===== config.mk =====
export PLATFORM = sky130hd
export DESIGN_NAME = mem_stage_wb_flat
export DESIGN_NICKNAME = d
export VERILOG_FILES = /design/src/rtl/mem_stage_wb_if.sv /design/src/rtl/mem_stage_wb.sv /design/src/flat_wrapper.sv
export SDC_FILE = /design/constraint.sdc
export NUM_CORES = 2
export LEC_CHECK = 0
export CORE_ASPECT_RATIO = 0.8
export CORE_UTILIZATION = 55
export DETAILED_ROUTE_END_ITERATION = 10
export PLACE_DENSITY = 0.76
export SLEW_MARGIN = 20
export SYNTH_ARGS = -nofsm -noshare
export SYNTH_HDL_FRONTEND = slang
export SYNTH_SLANG_ARGS = --single-unit

===== constraint.sdc =====
create_clock -name clk -period 2.45 [get_ports clk]
set_clock_uncertainty 0.2 [all_clocks]
set_input_delay 0.49 -clock clk [delete_from_list [all_inputs] [get_ports clk]]
set_output_delay 0.49 -clock clk [all_outputs]
set_load 0.05 [all_outputs]

===== src/rtl/mem_stage_wb_if.sv =====
// EX/MEM-to-WB handshake bundle for the memory stage: request fields in, branch and WB fields out.
interface mem_stage_wb_if;
   logic [1:0]  MEM_wb;
   logic        MEM_branch;
   logic        MEM_mem_read;
   logic        MEM_mem_write;
   logic [31:0] MEM_branch_target;
   logic        MEM_zero;
   logic [31:0] MEM_alu_result;
   logic [31:0] MEM_reg_data2;
   logic [4:0]  MEM_mux_out;
   logic        pc_src;
   logic [31:0] pc_branch_target;
   logic [1:0]  WB_wb;
   logic [31:0] WB_read_data;
   logic [31:0] WB_alu_result;
   logic [4:0]  WB_mux_out;
   logic        mem_err;

   modport master (
      output MEM_wb, MEM_branch, MEM_mem_read, MEM_mem_write, MEM_branch_target,
             MEM_zero, MEM_alu_result, MEM_reg_data2, MEM_mux_out,
      input  pc_src, pc_branch_target, WB_wb, WB_read_data, WB_alu_result,
             WB_mux_out, mem_err
   );

   modport slave (
      input  MEM_wb, MEM_branch, MEM_mem_read, MEM_mem_write, MEM_branch_target,
             MEM_zero, MEM_alu_result, MEM_reg_data2, MEM_mux_out,
      output pc_src, pc_branch_target, WB_wb, WB_read_data, WB_alu_result,
             WB_mux_out, mem_err
   );
endinterface


===== src/rtl/mem_stage_wb.sv =====
// Pipeline MEM stage: word-addressed data memory, branch resolution and the MEM/WB register.
module mem_stage_wb #(
   parameter int unsigned DEPTH = 64,
   parameter int unsigned AW    = $clog2(DEPTH)
) (
   input logic           clk,
   input logic           rst_n,
   mem_stage_wb_if.slave bus
);
   localparam int unsigned DW = 32;

   logic [DW-1:0] mem [DEPTH];
   logic [AW-1:0] index;
   logic          misaligned;
   logic          wr_en;
   logic          rd_en;

   assign bus.pc_src           = bus.MEM_branch & bus.MEM_zero;
   assign bus.pc_branch_target = bus.MEM_branch_target;

   // Upper address bits are dropped, so addresses wrap modulo DEPTH*4.
   assign index      = bus.MEM_alu_result[AW+1:2];
   assign misaligned = (bus.MEM_mem_read | bus.MEM_mem_write) & (|bus.MEM_alu_result[1:0]);
   assign wr_en      = bus.MEM_mem_write & ~misaligned;
   assign rd_en      = bus.MEM_mem_read & ~misaligned;

   // Data memory; cleared by reset so loads after reset return zero.
   always_ff @(posedge clk or negedge rst_n) begin
      if (!rst_n) begin
         for (int unsigned i = 0; i < DEPTH; i++) begin
            mem[AW'(i)] <= '0;
         end
      end else if (wr_en) begin
         mem[index] <= bus.MEM_reg_data2;
      end
   end

   // MEM/WB register; a read samples the pre-write word when both hit the same index.
   always_ff @(posedge clk or negedge rst_n) begin
      if (!rst_n) begin
         bus.WB_wb         <= '0;
         bus.WB_read_data  <= '0;
         bus.WB_alu_result <= '0;
         bus.WB_mux_out    <= '0;
         bus.mem_err       <= 1'b0;
      end else begin
         bus.WB_wb         <= {bus.MEM_wb[1] & ~misaligned, bus.MEM_wb[0]};
         bus.WB_read_data  <= rd_en ? mem[index] : '0;
         bus.WB_alu_result <= bus.MEM_alu_result;
         bus.WB_mux_out    <= bus.MEM_mux_out;
         if (misaligned) begin
            bus.mem_err <= 1'b1;
         end
      end
   end
endmodule


===== src/flat_wrapper.sv =====
// flat-port wrapper written by rule: the top's interface ports become plain ports
module mem_stage_wb_flat 
#(
   parameter int unsigned DEPTH = 64,
   parameter int unsigned AW    = $clog2(DEPTH)
)
  (clk, rst_n, bus_MEM_wb, bus_MEM_branch, bus_MEM_mem_read, bus_MEM_mem_write, bus_MEM_branch_target, bus_MEM_zero, bus_MEM_alu_result, bus_MEM_reg_data2, bus_MEM_mux_out, bus_pc_src, bus_pc_branch_target, bus_WB_wb, bus_WB_read_data, bus_WB_alu_result, bus_WB_mux_out, bus_mem_err);
  mem_stage_wb_if bus_i ();
  input logic clk;
  input logic rst_n;
  input wire logic [$bits(bus_i.MEM_wb)-1:0] bus_MEM_wb;
  input wire logic [$bits(bus_i.MEM_branch)-1:0] bus_MEM_branch;
  input wire logic [$bits(bus_i.MEM_mem_read)-1:0] bus_MEM_mem_read;
  input wire logic [$bits(bus_i.MEM_mem_write)-1:0] bus_MEM_mem_write;
  input wire logic [$bits(bus_i.MEM_branch_target)-1:0] bus_MEM_branch_target;
  input wire logic [$bits(bus_i.MEM_zero)-1:0] bus_MEM_zero;
  input wire logic [$bits(bus_i.MEM_alu_result)-1:0] bus_MEM_alu_result;
  input wire logic [$bits(bus_i.MEM_reg_data2)-1:0] bus_MEM_reg_data2;
  input wire logic [$bits(bus_i.MEM_mux_out)-1:0] bus_MEM_mux_out;
  output wire logic [$bits(bus_i.pc_src)-1:0] bus_pc_src;
  output wire logic [$bits(bus_i.pc_branch_target)-1:0] bus_pc_branch_target;
  output wire logic [$bits(bus_i.WB_wb)-1:0] bus_WB_wb;
  output wire logic [$bits(bus_i.WB_read_data)-1:0] bus_WB_read_data;
  output wire logic [$bits(bus_i.WB_alu_result)-1:0] bus_WB_alu_result;
  output wire logic [$bits(bus_i.WB_mux_out)-1:0] bus_WB_mux_out;
  output wire logic [$bits(bus_i.mem_err)-1:0] bus_mem_err;
  assign bus_i.MEM_wb = bus_MEM_wb;
  assign bus_i.MEM_branch = bus_MEM_branch;
  assign bus_i.MEM_mem_read = bus_MEM_mem_read;
  assign bus_i.MEM_mem_write = bus_MEM_mem_write;
  assign bus_i.MEM_branch_target = bus_MEM_branch_target;
  assign bus_i.MEM_zero = bus_MEM_zero;
  assign bus_i.MEM_alu_result = bus_MEM_alu_result;
  assign bus_i.MEM_reg_data2 = bus_MEM_reg_data2;
  assign bus_i.MEM_mux_out = bus_MEM_mux_out;
  assign bus_pc_src = bus_i.pc_src;
  assign bus_pc_branch_target = bus_i.pc_branch_target;
  assign bus_WB_wb = bus_i.WB_wb;
  assign bus_WB_read_data = bus_i.WB_read_data;
  assign bus_WB_alu_result = bus_i.WB_alu_result;
  assign bus_WB_mux_out = bus_i.WB_mux_out;
  assign bus_mem_err = bus_i.mem_err;
  mem_stage_wb #(.DEPTH(DEPTH), .AW(AW)) u_core (.clk(clk), .rst_n(rst_n), .bus(bus_i));
endmodule

======== After elaboration in Yosys (flattened, before gate mapping) ========
Index checks and enable logic that the tools add are counted.
W data, S select, Z words.
word-level totals
  flip-flop bits (word level) ............. 2120
  output and inout bits ................... 105
operators by class
  bitwise logic cells ..................... 8
  reductions and logical operators ........ 2
  $lt $le $gt $ge ......................... 2
  mux-type cells .......................... 7
operators by type and width
  cell                  count
  $bwmux W2048          1
  $bmux W32 S6          1
  $demux W32 S6         1
  $mux W32              4
  $ge A7 B7 Y1 const B  1
  $lt A7 B1 Y1 const B  1
  $not A6 Y7            1
  $and A1 B1 Y1         5
  $reduce_or A2 Y1      1
  $logic_and A1 B1 Y1   1
  $not A1 Y1            1
  $or A1 B1 Y1          1

======== Depth between registers and ports, before layout ========
  depth in word-level cells ............... 6
  mapped depth ............................ 11
  depth with buffers taken out ............ 6

======== Least setup slack after synthesis ========
Ideal clock, no wire load.
  path kind ............................... input to register
  start ................................... in bus_MEM_alu_result[4]
  end ..................................... reg u_core.bus.WB_read_data[23]
  stages .................................. 10
  setup time .............................. 0.137 ns
  buffers on the path ..................... 4
  data arrival time ....................... 2.094 ns
  setup slack ............................. 0.019 ns
  cell sequence ........................... buf_2 buf_6 buf_6 buf_2 mux2i_1 o22ai_1 a221oi_1 a21oi_1 a2111oi_0 a31oi_1
on the way
  word-level cells in the longest chain between the ends .. 5
RTL lines
  item                                          line                   text
  start, declared                               flat_wrapper.sv:17     input wire logic [$bits(bus_i.MEM_alu_result)-1:0] bus_MEM_alu_result;
  $not A6 Y7 (not written as such)              mem_stage_wb.sv:48     bus.WB_read_data <= rd_en ? mem[index] : '0;
  $bmux W32 S6                                  mem_stage_wb.sv:48
  $mux W32 (not written as such) (2 in series)  mem_stage_wb.sv:48
  $mux W32                                      mem_stage_wb.sv:48
  end signal, assigned                          mem_stage_wb.sv:48
  end, declared                                 mem_stage_wb_if.sv:30  output pc_src, pc_branch_target, WB_wb, WB_read_data, WB_alu_result,
Every way passes these cells. The select of a mux whose other input is x is not followed.
A chain may end at the register's enable or synchronous reset.

======== Worst setup path after layout ========
  start ................................... in bus_MEM_alu_result[7]
  end ..................................... reg u_core.bus.WB_read_data[18]
Same word-level chain as after synthesis.

==> reports/qor.yml <==
run_status:
  outcome: "finished, violations left"
  violations: "setup timing"
logic_synthesis:
  yosysSeqAreaShare_pct: 56.09
  netlist_area_mm2: 0.09458
  yosysUniqueCellTypes: 52
  synth-edff-count: 0
  syn_nets: 7104
  synthArstFlopShare_pct: 100.0
  synth_cells: 6995
  synth.avg_cell_area_um2: 13.52
  synth_seq_cells: 2120
  ys.flop_type: "dfrtp_1"
  ys_warn_count: 0
layout:
  utilization_pct: 65.73
  drive_gt1_share_pct: 45.33
  stdcell_count: 9847
  nets: 7512
  syn_to_final_growth_pct: 18.22
  fillCellCount: 11940
  layout_common_cells: "dfrtp_1, mux2_2, buf_4, a22oi_1, buf_12"
  final_common_cell: "dfrtp_1"
placed_design:
  portBuffers: 149
  dpl.hpwl_um: 194200
  placed_cells: 9418
  pre_cts_slack_ns: -1.212
  gp_congestion: 0.9852
detailed_routing:
  via_per_inst: 6.735
  wl_per_cell_um: 30.65
  routed_wl_um: 301800
  ant_nets: 0
  drtIter0Drc: 7640
  vias: 66320
  dr.pass1.iters: 8
  route.detailed.drc: 0
global_routing:
  grt_pass1_wl_um: 447300
  grt_pass1_vias: 68370
  antenna_found_initial: 22
  grt_overflow_total: 0
  track_usage_pct: 34.54
  grt_max_degree: 113
pwr:
  leakagePower_nw: 54.09
  power.internal_mw: 58.78
  cellPowerDensity_mw_per_mm2: 695.2
  ir_drop_mv: 0.7528
  swShare_pct: 24.38
  seqPwrFrac_pct: 48.3
  pwr-share-comb_pct: 9.1
  p_sw_mw: 18.95
  clkPwrFrac_pct: 42.6
clocking:
  clk_pin_slew_ns: 0.06
  cts_buffers: 203
  cts.sinks: 2120
  h-tree-depth: 4
  root_buffer: "clkbuf_16"
  cts_tree: "built"
  insertion_delay_ns: 0.85
  clk_path_buf_depth: 3
min_path:
  hold_class: "in2reg"
  hold_depth: 3
  hp-start: "bus_MEM_alu_result[3]"
  hold_path_end: "u_core.bus.WB_alu_result[3]"
floorplan:
  die_x_um: 465.6
  fp.dieH_um: 372.9
  ioPinCount: 214
  num_rows: 135
  start_util_pct: 55.60
  core_area_mm2: 0.1701
  die_area_mm2: 0.1736
sta:
  setup_tns_ns: -0.2252
  setup_viol: 13
  worst_hold_slack_ns: 0.06127
  rsz0062_at_grt: "yes"
  setup_ws_ns: -0.07636
  period_minus_slack_ns: 2.526
  period_share_pct: 103.1
  relSlewSlack_pct: 37.45
  slew_violations: 0
  worst_slew_pin_slew_ns: 0.9382
  hold_violations: 0
  max_freq_mhz: 395.8
critical_path:
  cp.arrival_ns: 3.04
  path_common_cell: "buf_4"
  crit_required_ns: 2.96
  crit_chain: "clkdlybuf4s50_1 -> buf_12 -> buf_4 -> buf_4 -> nor3_4 -> buf_12 -> nand2_1 -> buf_4 -> o22ai_1 -> nor3_2 -> and4_2 -> a31oi_1"
  worst_r2r_path_depth: 8
  cp_slowest_cell: "clkdlybuf4s50_1"
  criticalPathCategory: "in2reg"
  worstPathMaxFanout: 12
  r2r_end: "u_core.bus.WB_read_data[30]"
  rr_startpoint: "u_core.mem[190]"
  critPathLaunchType: "input pin"
  r2r_setup_slack_ns: 0.12
  worst_setup_path_end_kind: "register"
  crit_path_max_incr_delay_ns: 0.51
flow_run:
  maxCapViolCount: 0
## per-stage QoR
stage	power, mW	cell area (um2)
floorplan	41.54	94580
global placement	44.70	104200
detailed placement	45.04	104200
CTS	77.90	111600
global route	79.91	111800
finish	77.73	111800
## power by group through the flow
stage	combinational, mW	clock, mW	sequential [mW]
2_1_floorplan	3.54	0	38.0
3_3_place_gp	6.69	0	38.0
6_report	7.06	33.1	37.6
4_1_cts	6.98	33.4	37.5
5_1_grt	7.46	34.8	37.7
3_5_place_dp	6.90	0	38.1
## how the worst max path moves through the flow
| stage | startpoint | endpoint | slack (ns) | cells past startpoint |
|---|---|---|---|---|
| 6_report | bus_MEM_alu_result[7] | u_core.bus.WB_read_data[18] | -0.08 | 12 |
| 4_1_cts | u_core.bus.WB_alu_result[3] | bus_WB_alu_result[3] | 0.001 | 1 |
| 3_3_place_gp | bus_MEM_alu_result[6] | u_core.bus.WB_read_data[19] | -1.60 | 10 |
| 5_1_grt | bus_MEM_alu_result[7] | u_core.bus.WB_read_data[15] | -0.03 | 13 |
| 2_1_floorplan | bus_MEM_alu_result[4] | u_core.bus.WB_read_data[23] | 0.02 | 10 |
| 3_5_place_dp | bus_MEM_alu_result[6] | u_core.bus.WB_read_data[25] | -1.21 | 10 |
## area by class of cell
| class | instances | area, um2 | area share [%] |
|---|---|---|---|
| flip-flops and latches | 2120 | 53060 | 47.45 |
| diodes | 11 | 27.53 | 0.02462 |
| multi-input cells | 4084 | 38250 | 34.21 |
| clock inverters | 75 | 887.1 | 0.7934 |
| clock buffers | 303 | 6175 | 5.523 |
| repair buffers | 993 | 10590 | 9.468 |
| well taps | 2260 | 2828 | 2.529 |
| inverters | 1 | 3.754 | 0.003357 |
## flip-flops by register name, indices dropped and copies added (netlist names)
| register | flops |
|---|---|
| u_core.bus.WB_alu_result | 32 |
| u_core.bus.WB_mux_out | 5 |
| u_core.bus.WB_read_data | 32 |
| u_core.bus.WB_wb | 2 |
| u_core.bus.mem_err | 1 |
| u_core.mem | 2048 |
## kinds of logic after synthesis
kind of cell	after synthesis	synth area share [%]
buf+inv	791	3.888
flops	2120	56.09
compound gates	1389	10.60
simple gates	371	1.939
mux	2324	27.48
## worst max-delay path: cells and delay by family
kind                   cells  cell delay, ns
buffers and inverters      6            1.31
AND/OR/NAND/NOR            4            0.97
AO/OA/AOI/OAI              2            0.25
## synthesized netlist by cell type (all sizes together) (30+ instances only)
cell type	instances	area (um2)
a21oi	176	880.8
nand3	31	155.2
clkbuf	343	1287
a31oi	30	187.7
mux2i	223	2232
buf	447	2386
nor3	33	185.2
dfrtp	2120	53050
mux2	2092	23560
a211oi	77	578.1
nor2	63	254.0
o21ai	109	545.5
a222oi	42	420.4
a221oi	159	1393
a22oi	449	3371
nand2	141	531.8
a22o	56	490.5
o22ai	198	1239
## repair_timing
action / CTS / global route
pin swaps: 1 / 1
endpoints found under the hold margin: 1381 / 0
setup endpoints to repair: 517 / 120
buffers inserted: 0 / 5
resized for setup: 146 / 23
hold buffers: 35 / 0
## per-layer routing
metal | track usage (%) | part of all wire [%] | vias to the layer above
met5 | 0.7576 | 0.082 | -
met4 | 17.61 | 5.5 | 14
met3 | 10.63 | 11 | 809
met2 | 51.21 | 44 | 3512
met1 | 45.73 | 39 | 35050
li1 | - | - | 26940
Note: power is estimated with default switching activity, not from simulation.
